[config.mk]
export PLATFORM = sky130hd
export DESIGN_NAME = mem_wb_skid
export DESIGN_NICKNAME = d
export VERILOG_FILES = /design/src/rtl/cpu_pkg.sv /design/src/rtl/wb_lane_mask.sv /design/src/rtl/mem_wb_skid.sv
export SDC_FILE = /design/constraint.sdc
export NUM_CORES = 1
export LEC_CHECK = 0
export BUFFER_PORTS_ARGS = -buffer_cell sky130_fd_sc_hd__buf_2
export CAP_MARGIN = 20
export CORE_MARGIN = 2
export CORE_UTILIZATION = 25
export CTS_CLUSTER_SIZE = 28
export DETAILED_ROUTE_END_ITERATION = 10
export SLEW_MARGIN = 5
export SYNTH_ARGS = -nofsm -noshare
export SYNTH_HDL_FRONTEND = slang
export SYNTH_SLANG_ARGS = --single-unit
export TNS_END_PERCENT = 100
[constraint.sdc]
create_clock -name clk -period 2.7 [get_ports clk]
set_input_delay 0.54 -clock clk [delete_from_list [all_inputs] [get_ports clk]]
set_output_delay 0.54 -clock clk [all_outputs]
set_load 0.005 [all_outputs]
[src/rtl/cpu_pkg.sv]
// Shared definitions for the CPU pipeline: default datapath widths and the
// MEM/WB skid buffer state encoding (the encoding doubles as the occupancy count).
package cpu_pkg;

    localparam int DEF_DATA_W = 32;
    localparam int DEF_ADDR_W = 5;
    localparam int DEF_LANES  = 1;

    typedef enum logic [1:0] {
        ST_EMPTY = 2'd0,
        ST_ONE   = 2'd1,
        ST_FULL  = 2'd2
    } wb_state_e;

endpackage

[src/rtl/wb_lane_mask.sv]
// Capture-side lane cleanup: disabled lanes become all-zero, and when two enabled
// lanes target the same register the higher lane wins.
module wb_lane_mask
    import cpu_pkg::*;
#(
    parameter int DATA_W = DEF_DATA_W,
    parameter int ADDR_W = DEF_ADDR_W,
    parameter int LANES  = DEF_LANES
) (
    input  logic [LANES*ADDR_W-1:0] wd_i,
    input  logic [LANES-1:0]        wreg_i,
    input  logic [LANES*DATA_W-1:0] wdata_i,
    output logic [LANES*ADDR_W-1:0] wd_o,
    output logic [LANES-1:0]        wreg_o,
    output logic [LANES*DATA_W-1:0] wdata_o
);

    logic keep;

    always_comb begin
        wd_o    = '0;
        wreg_o  = '0;
        wdata_o = '0;
        keep    = 1'b0;
        for (int i = 0; i < LANES; i++) begin
            keep = wreg_i[i];
            // A later lane writing the same register shadows this one.
            for (int j = i + 1; j < LANES; j++) begin
                if (wreg_i[j] && (wd_i[j*ADDR_W +: ADDR_W] == wd_i[i*ADDR_W +: ADDR_W])) begin
                    keep = 1'b0;
                end
            end
            if (keep) begin
                wreg_o[i]                   = 1'b1;
                wd_o[i*ADDR_W +: ADDR_W]    = wd_i[i*ADDR_W +: ADDR_W];
                wdata_o[i*DATA_W +: DATA_W] = wdata_i[i*DATA_W +: DATA_W];
            end
        end
    end

endmodule

[src/rtl/mem_wb_skid.sv]
// Two-entry MEM->WB skid buffer: main register drives the WB side, skid register
// absorbs one extra entry so in_ready can be a pure register.
module mem_wb_skid
    import cpu_pkg::*;
#(
    parameter int DATA_W = DEF_DATA_W,
    parameter int ADDR_W = DEF_ADDR_W,
    parameter int LANES  = DEF_LANES
) (
    input  logic                    clk,
    input  logic                    rst,
    input  logic                    flush,
    input  logic                    in_valid,
    output logic                    in_ready,
    input  logic [LANES*ADDR_W-1:0] in_wd,
    input  logic [LANES-1:0]        in_wreg,
    input  logic [LANES*DATA_W-1:0] in_wdata,
    output logic                    out_valid,
    input  logic                    out_ready,
    output logic [LANES*ADDR_W-1:0] out_wd,
    output logic [LANES-1:0]        out_wreg,
    output logic [LANES*DATA_W-1:0] out_wdata,
    output logic [1:0]              occ
);

    typedef struct packed {
        logic [LANES*ADDR_W-1:0] wd;
        logic [LANES-1:0]        wreg;
        logic [LANES*DATA_W-1:0] wdata;
    } entry_t;

    wb_state_e               state_q;
    logic                    in_ready_q;
    entry_t                  main_q;
    entry_t                  skid_q;
    entry_t                  cap_d;
    logic [LANES*ADDR_W-1:0] cap_wd_d;
    logic [LANES-1:0]        cap_wreg_d;
    logic [LANES*DATA_W-1:0] cap_wdata_d;
    logic                    in_fire;
    logic                    out_fire;

    wb_lane_mask #(
        .DATA_W (DATA_W),
        .ADDR_W (ADDR_W),
        .LANES  (LANES)
    ) u_lane_mask (
        .wd_i    (in_wd),
        .wreg_i  (in_wreg),
        .wdata_i (in_wdata),
        .wd_o    (cap_wd_d),
        .wreg_o  (cap_wreg_d),
        .wdata_o (cap_wdata_d)
    );

    assign cap_d    = {cap_wd_d, cap_wreg_d, cap_wdata_d};
    assign in_fire  = in_valid && in_ready_q;
    assign out_fire = out_valid && out_ready;

    // main_q is kept all-zero whenever the buffer is empty, so bubbles drive zeros.
    always_ff @(posedge clk or posedge rst) begin
        if (rst) begin
            state_q    <= ST_EMPTY;
            in_ready_q <= 1'b1;
            main_q     <= '0;
            skid_q     <= '0;
        end else if (flush) begin
            state_q    <= ST_EMPTY;
            in_ready_q <= 1'b1;
            main_q     <= '0;
            skid_q     <= '0;
        end else begin
            case (state_q)
                ST_EMPTY: begin
                    if (in_fire) begin
                        main_q  <= cap_d;
                        state_q <= ST_ONE;
                    end
                end
                ST_ONE: begin
                    if (in_fire && out_fire) begin
                        main_q <= cap_d;
                    end else if (in_fire) begin
                        skid_q     <= cap_d;
                        state_q    <= ST_FULL;
                        in_ready_q <= 1'b0;
                    end else if (out_fire) begin
                        main_q  <= '0;
                        state_q <= ST_EMPTY;
                    end
                end
                ST_FULL: begin
                    if (out_fire) begin
                        main_q     <= skid_q;
                        skid_q     <= '0;
                        state_q    <= ST_ONE;
                        in_ready_q <= 1'b1;
                    end
                end
                default: begin
                    state_q    <= ST_EMPTY;
                    in_ready_q <= 1'b1;
                    main_q     <= '0;
                    skid_q     <= '0;
                end
            endcase
        end
    end

    assign in_ready  = in_ready_q;
    assign out_valid = (state_q != ST_EMPTY);
    assign out_wd    = main_q.wd;
    assign out_wreg  = main_q.wreg;
    assign out_wdata = main_q.wdata;
    assign occ       = state_q;

endmodule

==> results of run 1 <==
[per-layer routing]
| metal | global-route usage | vias to the layer above | wire, um | share of wire |
|---|---|---|---|---|
| met2 | 0.217 | 107 | 5200 | 0.49 |
| met5 | 0 | - | 0 | 0 |
| li1 | - | 1596 | - | - |
| met1 | 0.166 | 1617 | 4720 | 0.45 |
| met3 | 0.0328 | 13 | 571 | 0.054 |
| met4 | 0.0326 | 0 | 112 | 0.011 |
[cells in the final DEF (no fill, tap or decap), drive strengths merged, types with 2 or more instances in the layout]
master	netlist	routed
dfrtp	78	78
nor2	4	4
inv	3	3
clkbuf	9	11
o2bb2ai	48	48
nand2	106	106
o22ai	27	27
a31oi	38	38
buf	31	93
clkinv	0	4
nor2b	2	2
o21ai	38	38
a21oi	2	2
[where the power goes]
group | switching [uW] | internal, uW
Clock | 498 | 750
Combinational | 268 | 146
Sequential | 30.8 | 1230
Total | 797 | 2130
[worst max path at each step]
stage	end	slack, ps	cells past startpoint	start
detailed placement	out_wdata[26]	630	4	occ[1]
global route	out_valid	370	4	occ[1]
finish	out_valid	490	4	occ[1]
global placement	out_wdata[1]	720	5	in_valid
floorplan	occ[0]	140	1	rst
CTS	out_valid	470	4	occ[1]
[area by class of cell]
cell class | count | area (um2)
fill | 1676 | 10900
sequential | 79 | 1980
multi-input combinational | 279 | 1800
timing repair buffer | 93 | 526
tap | 216 | 270
clock buffer | 11 | 243
clock inverter | 5 | 65.1
inverter | 3 | 12.5
[cells by family after synthesis]
logic type	count (synthesis)
AO/OA/AOI/OAI	158
AND/OR/NAND/NOR	119
flip-flops	79
buffers and inverters	43
XOR/XNOR	2
[registers in the layout, summed over array words and instances, names as in the netlist]
name	count
in_ready	1
out_wd	5
out_wreg	1
occ	2
skid_q	38
out_wdata	32
[metrics by stage]
step | setup WS, ps | utilization
finish | 487 | 0.309
CTS | 470 | 0.309
global placement | 716 | 0.290
detailed placement | 628 | 0.290
floorplan | 138 | -
global route | 365 | 0.309
==> results.txt, run 1 <==
----------------------------------------------------
[Synthesis]
  Compound-cell area share of the yosys netlist ... 0.312
  Library cell with the highest instance count after synthesis ... sky130_fd_sc_hd__nand2_1
  Number of synthesized flops with an enable pin ... 0
  Dominant cells by area after synthesis ... sky130_fd_sc_hd__dfrtp_1, sky130_fd_sc_hd__o2bb2ai_2, sky130_fd_sc_hd__nand2_1
  Mux share of post-synthesis cell area ... 0
  Arithmetic-cell share of the synthesized area counting full adders, half adders and majority gates ... 0
  Share of async-settable or async-resettable flops after synthesis ... 1.00
  Post-synthesis average cell area ... 10.1 um2
  Ranking of synthesized cells by instance count ... sky130_fd_sc_hd__nand2_1, sky130_fd_sc_hd__dfrtp_1, sky130_fd_sc_hd__a31oi_1, sky130_fd_sc_hd__o21ai_1, sky130_fd_sc_hd__o2bb2ai_2
  Yosys top cell by area ... sky130_fd_sc_hd__dfrtp_1
  Register bit count reported by yosys ... 79
  Share of synthesized cell area in and, or, nand and nor gates ... 0.124
  Xor/xnor share of the synthesized area ... 0.00434
  Sequential share of the synthesized area ... 0.490
  Count of different cell masters after synthesis ... 36
  Combinational family with the most area after synthesis ... compound AO/OA/AOI/OAI gates
  Primary FF master, synth ... sky130_fd_sc_hd__dfrtp_1
  Area of the mapped netlist ... 0.00404 mm2
  Area share of the largest cell type after synthesis ... 0.483
  Count of yosys warnings during synthesis ... 0
  Synthesized instance count ... 401
  Syn Nets ... 444

[Routing]
  Wirelength per Cell ... 15.5 um
  Routed wire length ... 10.6 mm
  Number of vias after detailed routing ... 3,333
  Detailed-route DRC error count ... 0
  Number of nets still failing antenna checks after routing ... 0
  DR iter-0 viols ... 174
  Routed vias/inst ... 4.86
  Length of the first detailed-routing pass in iterations ... 4

[GRT]
  Largest net degree at the start of global routing ... 52
  Congestion Overflow GR ... 0
  Global-route usage over all layers ... 0.129
  Number of antenna violations at the first check in global routing ... 0
  Global-route wire length before repair ... 17.8 mm
  Via count of the first global-routing pass ... 3,336

[Worst setup path]
  Worst setup EP type ... output pin
  Critical register-to-register path endpoint ... out_wdata[6]
  Worst path buffer plus inverter count ... 3
  Critical path arrival ... 1670 ps
  Delay of the slowest cell on the worst path ... 600 ps
  Register-to-register setup slack ... 630 ps
  Reg2reg path depth ... 4
  Slowest-stage cell, CP ... sky130_fd_sc_hd__dfrtp_1
  Startpoint Class ... register
  Dominant delay contributor by cell family on the critical path ... buffers and inverters
  Kind of critical path ... reg -> out
  Crit Path Max Fanout ... 38
  Cell chain of the critical path ... nor2_4 -> inv_2 -> buf_4 -> buf_2
  Start of the worst register-to-register path ... occ[1]
  CP Data Required Time ... 2160 ps

[Placed design]
  Cell area after placement ... 0.00458 mm2
  RD Place Congestion ... 0.714
  DP Cell Count ... 670
  Count of port buffers added during placement ... 84
  Dpl hpwl ... 7.00 mm

[Clocking]
  Clock-pin slew on the worst setup and hold paths ... 60 ps
  # H-tree levels ... 3
  Root Buffer Master ... sky130_fd_sc_hd__clkbuf_16
  TritonCTS clock tree ... yes
  Clock insertion delay at the later pin of the skew report ... 330 ps
  Max Root-Sink Buffers ... 2
  Clock sinks ... 79
  Number of cells upsized or downsized after cts ... 0
  Setup Fix Bufs, Post-CTS ... 0
  Number of hold-repair buffers added at the cts stage ... 0
  Clock buffers created by TritonCTS ... 9

[STA]
  Worst clock skew ... 7.79 ps
  Hold violation total from the final report ... 0
  Unrepaired setup endpoints after global routing ... no
  Max transition margin ... 0.388
  Highest clock frequency the design can meet ... 452 MHz
  Tightest Pin Transition ... 918 ps
  Final count of pins violating max slew ... 0
  Setup violations, final ... 0
  Post-layout minimum cycle time ... 2210 ps
  Hold Slack ... 291 ps
  Ratio of final minimum period to clock period ... 0.820
  Total Neg Setup Slack ... 0 ps

[Pwr]
  Maximum resistive drop on vdd ... 0.246 mV
  Power density over the cells ... 598 mW/mm2
  Static Leakage ... 0.00214 uW
  Pwr Total ... 2920 uW

[Die]
  Core region area ... 0.0158 mm2
  Number of primary I/O pins ... 85
  Initial Utilization ... 0.255
  Die Wd ... 131 um
  Die outline area ... 0.0172 mm2
  Number of rows created at floorplan ... 46
  DIE HEIGHT ... 131 um

[Status]
  Run status ... complete, no violations

[Final layout]
  Non-Filler Instances ... 686
  Nets@finish ... 508
  Post-route design area ... 0.00489 mm2
  Ratio of cells with drive above 1 in the final layout ... 0.317
  Area growth from synthesis to layout ... 21.1%
  Antenna Cells ... 0

[Worst hold path]
  Kind of path behind the tightest hold check ... in -> async

[Run]
  Count of max-cap constraint violations ... 0

----------------------------------------------------
No activity file was read; power rests on OpenSTA's default activity.
==> run 2, diff against run 1 <==
==> constraint.sdc (replaced) <==
create_clock -name clk -period 1.8 [get_ports clk]
set_input_delay 0.36 -clock clk [delete_from_list [all_inputs] [get_ports clk]]
set_output_delay 0.36 -clock clk [all_outputs]
set_load 0.005 [all_outputs]
==> run 2 against run 1 <==
  * Sequential power is 50% higher
  * Worst hold slack worse by 170 ps
  * Worst setup slack worse by 380 ps
  * Routed wire length is 2.7% higher
  * Clock skew is 3.1 ps lower
  * Cell area is 3.4% higher
  * Clock power is 57% higher
  * Power is 55% higher
==> results.txt, run 2 (synthesized netlist as in run 1, its figures left out) <==
----------------------------------------------------
[Clocking]
  Clock-pin slew on the worst setup and hold paths ... 60 ps
  # H-tree levels ... 3
  Root Buffer Master ... sky130_fd_sc_hd__clkbuf_16
  Clock sinks ... 79
  Max Root-Sink Buffers ... 2
  Clock buffers created by TritonCTS ... 9
  Clock insertion delay at the later pin of the skew report ... 330 ps
  TritonCTS clock tree ... yes

[Final layout]
  Area growth from synthesis to layout ... 25.2%
  Largest register FFs ... 38
  Commonest cells after routing, fill and taps aside ... sky130_fd_sc_hd__nand2_1, sky130_fd_sc_hd__buf_2, sky130_fd_sc_hd__dfrtp_1, sky130_fd_sc_hd__o21ai_1, sky130_fd_sc_hd__a31oi_1
  Reg with most FFs ... skid_q
  Most frequent standard cell in the layout excluding fill and tap cells ... sky130_fd_sc_hd__nand2_1
  Nets@finish ... 519
  Ratio of cells with drive above 1 in the final layout ... 0.333

[STA]
  Ratio of final minimum period to clock period ... 0.940
  Max transition margin ... 0.558
  Final count of pins violating max slew ... 0
  Worst clock skew ... 4.70 ps
  Crit path setup slack, layout ... 108 ps
  Setup violations, final ... 0
  Hold Slack ... 120 ps
  Total Neg Setup Slack ... 0 ps
  Post-layout minimum cycle time ... 1690 ps
  Tightest Pin Transition ... 662 ps
  Unrepaired setup endpoints after global routing ... no
  Hold violation total from the final report ... 0
  Highest clock frequency the design can meet ... 591 MHz

[GRT]
  Congestion Overflow GR ... 0
  Number of antenna violations at the first check in global routing ... 3
  Global-route wire length before repair ... 17.6 mm
  Via count of the first global-routing pass ... 3,411
  Global-route usage over all layers ... 0.128
  Largest net degree at the start of global routing ... 80

[Worst setup path]
  Worst setup EP type ... output pin
  CP Data Required Time ... 1440 ps
  Critical path arrival ... 1330 ps
  Crit Path Max Fanout ... 18
  Kind of critical path ... reg -> out
  Slowest-stage cell, CP ... sky130_fd_sc_hd__dfrtp_1
  Startpoint Class ... register
  Cell chain of the critical path ... nor2_4 -> inv_2 -> buf_4 -> buf_2
  Delay of the slowest cell on the worst path ... 440 ps

[Pwr]
  Maximum resistive drop on vdd ... 0.419 mV
  Power density over the cells ... 898 mW/mm2
  Static Leakage ... 0.00221 uW

[Routing]
  Detailed-route DRC error count ... 0
  Length of the first detailed-routing pass in iterations ... 5
  Number of vias after detailed routing ... 3,389
  Routed vias/inst ... 4.84
  Routed wire length ... 10.9 mm
  DR iter-0 viols ... 250
  Number of nets still failing antenna checks after routing ... 0
  Wirelength per Cell ... 15.6 um

[Worst hold path]
  Kind of path behind the tightest hold check ... in -> async

[Placed design]
  Minimum setup slack after placement ... -11.3 ps
  RD Place Congestion ... 0.732
  Dpl hpwl ... 7.38 mm
  Count of port buffers added during placement ... 84

[Die]
  Initial Utilization ... 0.255
  Die Wd ... 131 um
  DIE HEIGHT ... 131 um
  Number of primary I/O pins ... 85
  Die outline area ... 0.0172 mm2
  Number of rows created at floorplan ... 46
  Core region area ... 0.0158 mm2

[Run]
  Count of max-cap constraint violations ... 0

[Status]
  Run status ... complete, no violations

----------------------------------------------------
-- run 2: cell types whose count changed in the layout (fill, tap and decap cells not counted) --
cell                         previous run  this run
sky130_fd_sc_hd__buf_4                  6        12
sky130_fd_sc_hd__buf_12                 3         6
sky130_fd_sc_hd__diode_2                0         3
sky130_fd_sc_hd__clkinv_4               3         1
sky130_fd_sc_hd__clkinvlp_4             0         2
sky130_fd_sc_hd__a32o_2                 1         0
sky130_fd_sc_hd__a32o_4                 0         1
sky130_fd_sc_hd__buf_6                  0         1
sky130_fd_sc_hd__buf_8                  0         1
sky130_fd_sc_hd__bufinv_16              1         2
sky130_fd_sc_hd__inv_6                  1         0
-- run 2: report_power, final --
part / switching [uW] / total [uW] / internal, uW
clock network: 711 / 1960 / 1250
registers: 41.8 / 1890 / 1850
logic: 427 / 690 / 263
total: 1180 / 4540 / 3360
-- run 2: through the flow --
stage          area (um2)  std cells   util  power [uW]
3_5_place_dp         4710        681  0.297        2610
2_1_floorplan        4040        401      -        2340
6_report             5060        700  0.320        4540
3_3_place_gp         4710        681  0.297        2590
5_1_grt              5060        700  0.320        4760
4_1_cts              5040        697  0.318        4600
-- run 2: worst paths after layout --
kind / start / to / slack [ps] / cells after the start
worst max-delay path: occ[1] / out_valid / 110 / 4
worst min-delay path: rst / skid_q[32] / 120 / 3
worst max register to register: in_ready / out_wdata[1] / 130 / 6
worst min register to register: out_wdata[11] / out_wdata[11] / 480 / 2
max in group asynchronous: rst / out_wdata[16] / 1310 / 3
min in group clk: flush / skid_q[32] / 280 / 2
-- run 2: critical path: cells and delay by family, from the launching register on --
kind,cells,cell delay [ps]
buf+inv,3,410
flops,1,440
simple gates,1,160
-- run 2: routing by layer --
| metal | track usage | vias up | part of all wire |
|---|---|---|---|
| li1 | - | 1623 | - |
| met1 | 0.171 | 1624 | 0.46 |
| met2 | 0.203 | 131 | 0.47 |
| met3 | 0.0328 | 11 | 0.059 |
| met4 | 0.0429 | 0 | 0.012 |
| met5 | 0 | - | 0 |
-- run 2: layout make-up --
cell class	count	area, um2
fillers	1643	10800
flip-flops and latches	79	1980
multi-input cells	279	1810
repair buffers	104	657
well taps	216	270
clock buffers	11	243
clock inverters	5	81.3
inverters	3	15.0
diodes	3	7.51
-- run 2: repair_timing --
item,4_1_cts,5_1_grt
hold buffers,0,0
pin swaps,0,1
setup buffers,0,0
gates resized for setup,1,3
endpoints found under the hold margin,0,0
setup endpoints to repair,3,10
==> run 3, diff against run 2 <==
--- a/config.mk
+++ b/config.mk
@@ -6,11 +6,12 @@
 export NUM_CORES = 1
 export LEC_CHECK = 0
 export BUFFER_PORTS_ARGS = -buffer_cell sky130_fd_sc_hd__buf_2
-export CAP_MARGIN = 20
+export CAP_MARGIN = 0
 export CORE_MARGIN = 2
 export CORE_UTILIZATION = 25
 export CTS_CLUSTER_SIZE = 28
 export DETAILED_ROUTE_END_ITERATION = 10
+export REMOVE_ABC_BUFFERS = 1
 export SLEW_MARGIN = 5
 export SYNTH_ARGS = -nofsm -noshare
 export SYNTH_HDL_FRONTEND = slang
==> run 3 against run 2 <==
  * First-iteration DRC count fell by 14%
  * Register-to-register slack got worse by 40 ps
  * Sequential power barely moved
  * Clock power fell by 5%
  * Combinational power rose by 15%
  * Core utilization rose by 1.2 points
  * Cell area rose by 3.6%
  * Sequential cell count did not move
  * Die area did not move
  * Critical path type unchanged
==> results.txt, run 3 (synthesized netlist as in run 1, its figures left out) <==
----------------------------------------------------
[Status]
  Run status ... complete, no violations

[Worst setup path]
  Startpoint Class ... register
  Critical register-to-register path endpoint ... skid_q[31]
  Critical path arrival ... 1370 ps
  Delay of the slowest cell on the worst path ... 430 ps
  Last element of the critical path ... out_valid
  CP Data Required Time ... 1440 ps
  Dominant delay contributor by cell family on the critical path ... buffers and inverters
  Kind of critical path ... reg -> out
  Crit Path Max Fanout ... 19
  Critical Path Stages ... 5
  Worst setup path startpoint ... occ[1]
  Register-to-register setup slack ... 90 ps
  Reg2reg path depth ... 4
  Worst path buffer plus inverter count ... 4
  Worst setup EP type ... output pin
  Slowest-stage cell, CP ... sky130_fd_sc_hd__dfrtp_2
  Start of the worst register-to-register path ... occ[0]
  Cell chain of the critical path ... buf_4 -> nor2_4 -> inv_2 -> buf_12 -> buf_2

[Clocking]
  # H-tree levels ... 3
  Root Buffer Master ... sky130_fd_sc_hd__clkbuf_16
  TritonCTS clock tree ... yes
  Clock insertion delay at the later pin of the skew report ... 330 ps
  Clock buffers created by TritonCTS ... 9
  Max Root-Sink Buffers ... 2
  Clock sinks ... 79
  Clock-pin slew on the worst setup and hold paths ... 60 ps

[STA]
  Unrepaired setup endpoints after global routing ... no
  Post-layout minimum cycle time ... 1730 ps
  Highest clock frequency the design can meet ... 579 MHz
  Setup violations, final ... 0
  Final count of pins violating max slew ... 0
  Hold Slack ... 27.8 ps
  Worst clock skew ... 5.12 ps
  Max transition margin ... 0.587
  Ratio of final minimum period to clock period ... 0.959
  Hold violation total from the final report ... 0
  Tightest Pin Transition ... 616 ps

[Worst hold path]
  Kind of path behind the tightest hold check ... in -> async

[Die]
  Die outline area ... 0.0172 mm2
  DIE HEIGHT ... 131 um
  Die Wd ... 131 um
  Number of primary I/O pins ... 85
  Core region area ... 0.0158 mm2
  Initial Utilization ... 0.255
  Number of rows created at floorplan ... 46

[Final layout]
  Antenna Cells ... 0
  Largest register FFs ... 38
  Commonest cells after routing, fill and taps aside ... sky130_fd_sc_hd__nand2_1, sky130_fd_sc_hd__buf_2, sky130_fd_sc_hd__dfrtp_1, sky130_fd_sc_hd__o21ai_1, sky130_fd_sc_hd__a31oi_1
  Area growth from synthesis to layout ... 29.8%
  Most frequent standard cell in the layout excluding fill and tap cells ... sky130_fd_sc_hd__nand2_1
  Ratio of cells with drive above 1 in the final layout ... 0.357
  Nets@finish ... 530
  Reg with most FFs ... skid_q

[GRT]
  Global-route wire length before repair ... 18.6 mm
  Number of antenna violations at the first check in global routing ... 1
  Global-route usage over all layers ... 0.135
  Largest net degree at the start of global routing ... 48
  Via count of the first global-routing pass ... 3,434
  Congestion Overflow GR ... 0

[Routing]
  DR iter-0 viols ... 214
  Number of nets still failing antenna checks after routing ... 0
  Routed vias/inst ... 4.94
  Length of the first detailed-routing pass in iterations ... 4
  Number of vias after detailed routing ... 3,485
  Wirelength per Cell ... 17.6 um
  Detailed-route DRC error count ... 0
  Routed wire length ... 12.5 mm

[Placed design]
  RD Place Congestion ... 0.739
  Dpl hpwl ... 7.48 mm
  Count of port buffers added during placement ... 84

[Pwr]
  Maximum resistive drop on vdd ... 0.458 mV
  Static Leakage ... 0.00229 uW
  Pwr Total ... 4550 uW
  Power density over the cells ... 869 mW/mm2

[Run]
  Count of max-cap constraint violations ... 0

----------------------------------------------------
## run 3: cell types whose count changed in the layout (fill, tap and decap cells not counted), moves of 2 or more
cell | before | now
sky130_fd_sc_hd__dfrtp_1 | 78 | 76
sky130_fd_sc_hd__buf_12 | 6 | 9
sky130_fd_sc_hd__diode_2 | 3 | 0
sky130_fd_sc_hd__dfrtp_2 | 0 | 2
sky130_fd_sc_hd__buf_4 | 12 | 16
sky130_fd_sc_hd__clkinv_2 | 1 | 4
sky130_fd_sc_hd__clkbuf_16 | 9 | 11
sky130_fd_sc_hd__clkinvlp_4 | 2 | 0
## run 3: report_power, final
part / switching (uW) / internal [uW] / total (uW)
clock: 680 / 1190 / 1870
sequential: 43.9 / 1850 / 1890
combinational: 472 / 320 / 792
## run 3: through the flow
step	setup slack (ps)	instances	setup TNS, ps	area [um2]	utilization
CTS	-46.7	693	-294	5060	0.320
floorplan	-1490	361	-102790	3770	-
global placement	-103	677	-3110	4670	0.295
global route	15.0	706	0	5240	0.331
finish	73.9	706	0	5240	0.331
detailed placement	-203	677	-6070	4670	0.295
## run 3: per-layer routing
layer  GRT usage  routed length (um)
met1       0.177                5650
met2       0.210                5770
met3      0.0455                 867
met4      0.0447                 165
met5           0                   0
## run 3: final cells by class
class                      count  area (um2)
fill                        1608       10600
sequential                    79        1980
multi-input combinational    282        1880
timing repair buffer         112         803
tap                          216         270
clock buffer                   9         225
clock inverter                 5        75.1
inverter                       3        12.5
## run 3: timing repair
| action | 4_1_cts | 5_1_grt |
|---|---|---|
| setup buffers | 0 | 9 |
| resized for setup | 7 | 5 |
| endpoints found under the setup margin | 52 | 77 |
| cloned | 2 | 4 |
| pin swaps | 2 | 5 |
| endpoints found under the hold margin | 0 | 0 |
| hold buffers | 0 | 0 |
## run 3: how the worst min path moves through the flow
stage	from	to	depth (start not counted)
4_1_cts	rst	out_wdata[0]	2
3_5_place_dp	rst	out_wdata[2]	2
5_1_grt	rst	out_wdata[0]	2
6_report	rst	out_wdata[0]	2
3_3_place_gp	rst	out_wdata[13]	2
2_1_floorplan	flush	skid_q[32]	1
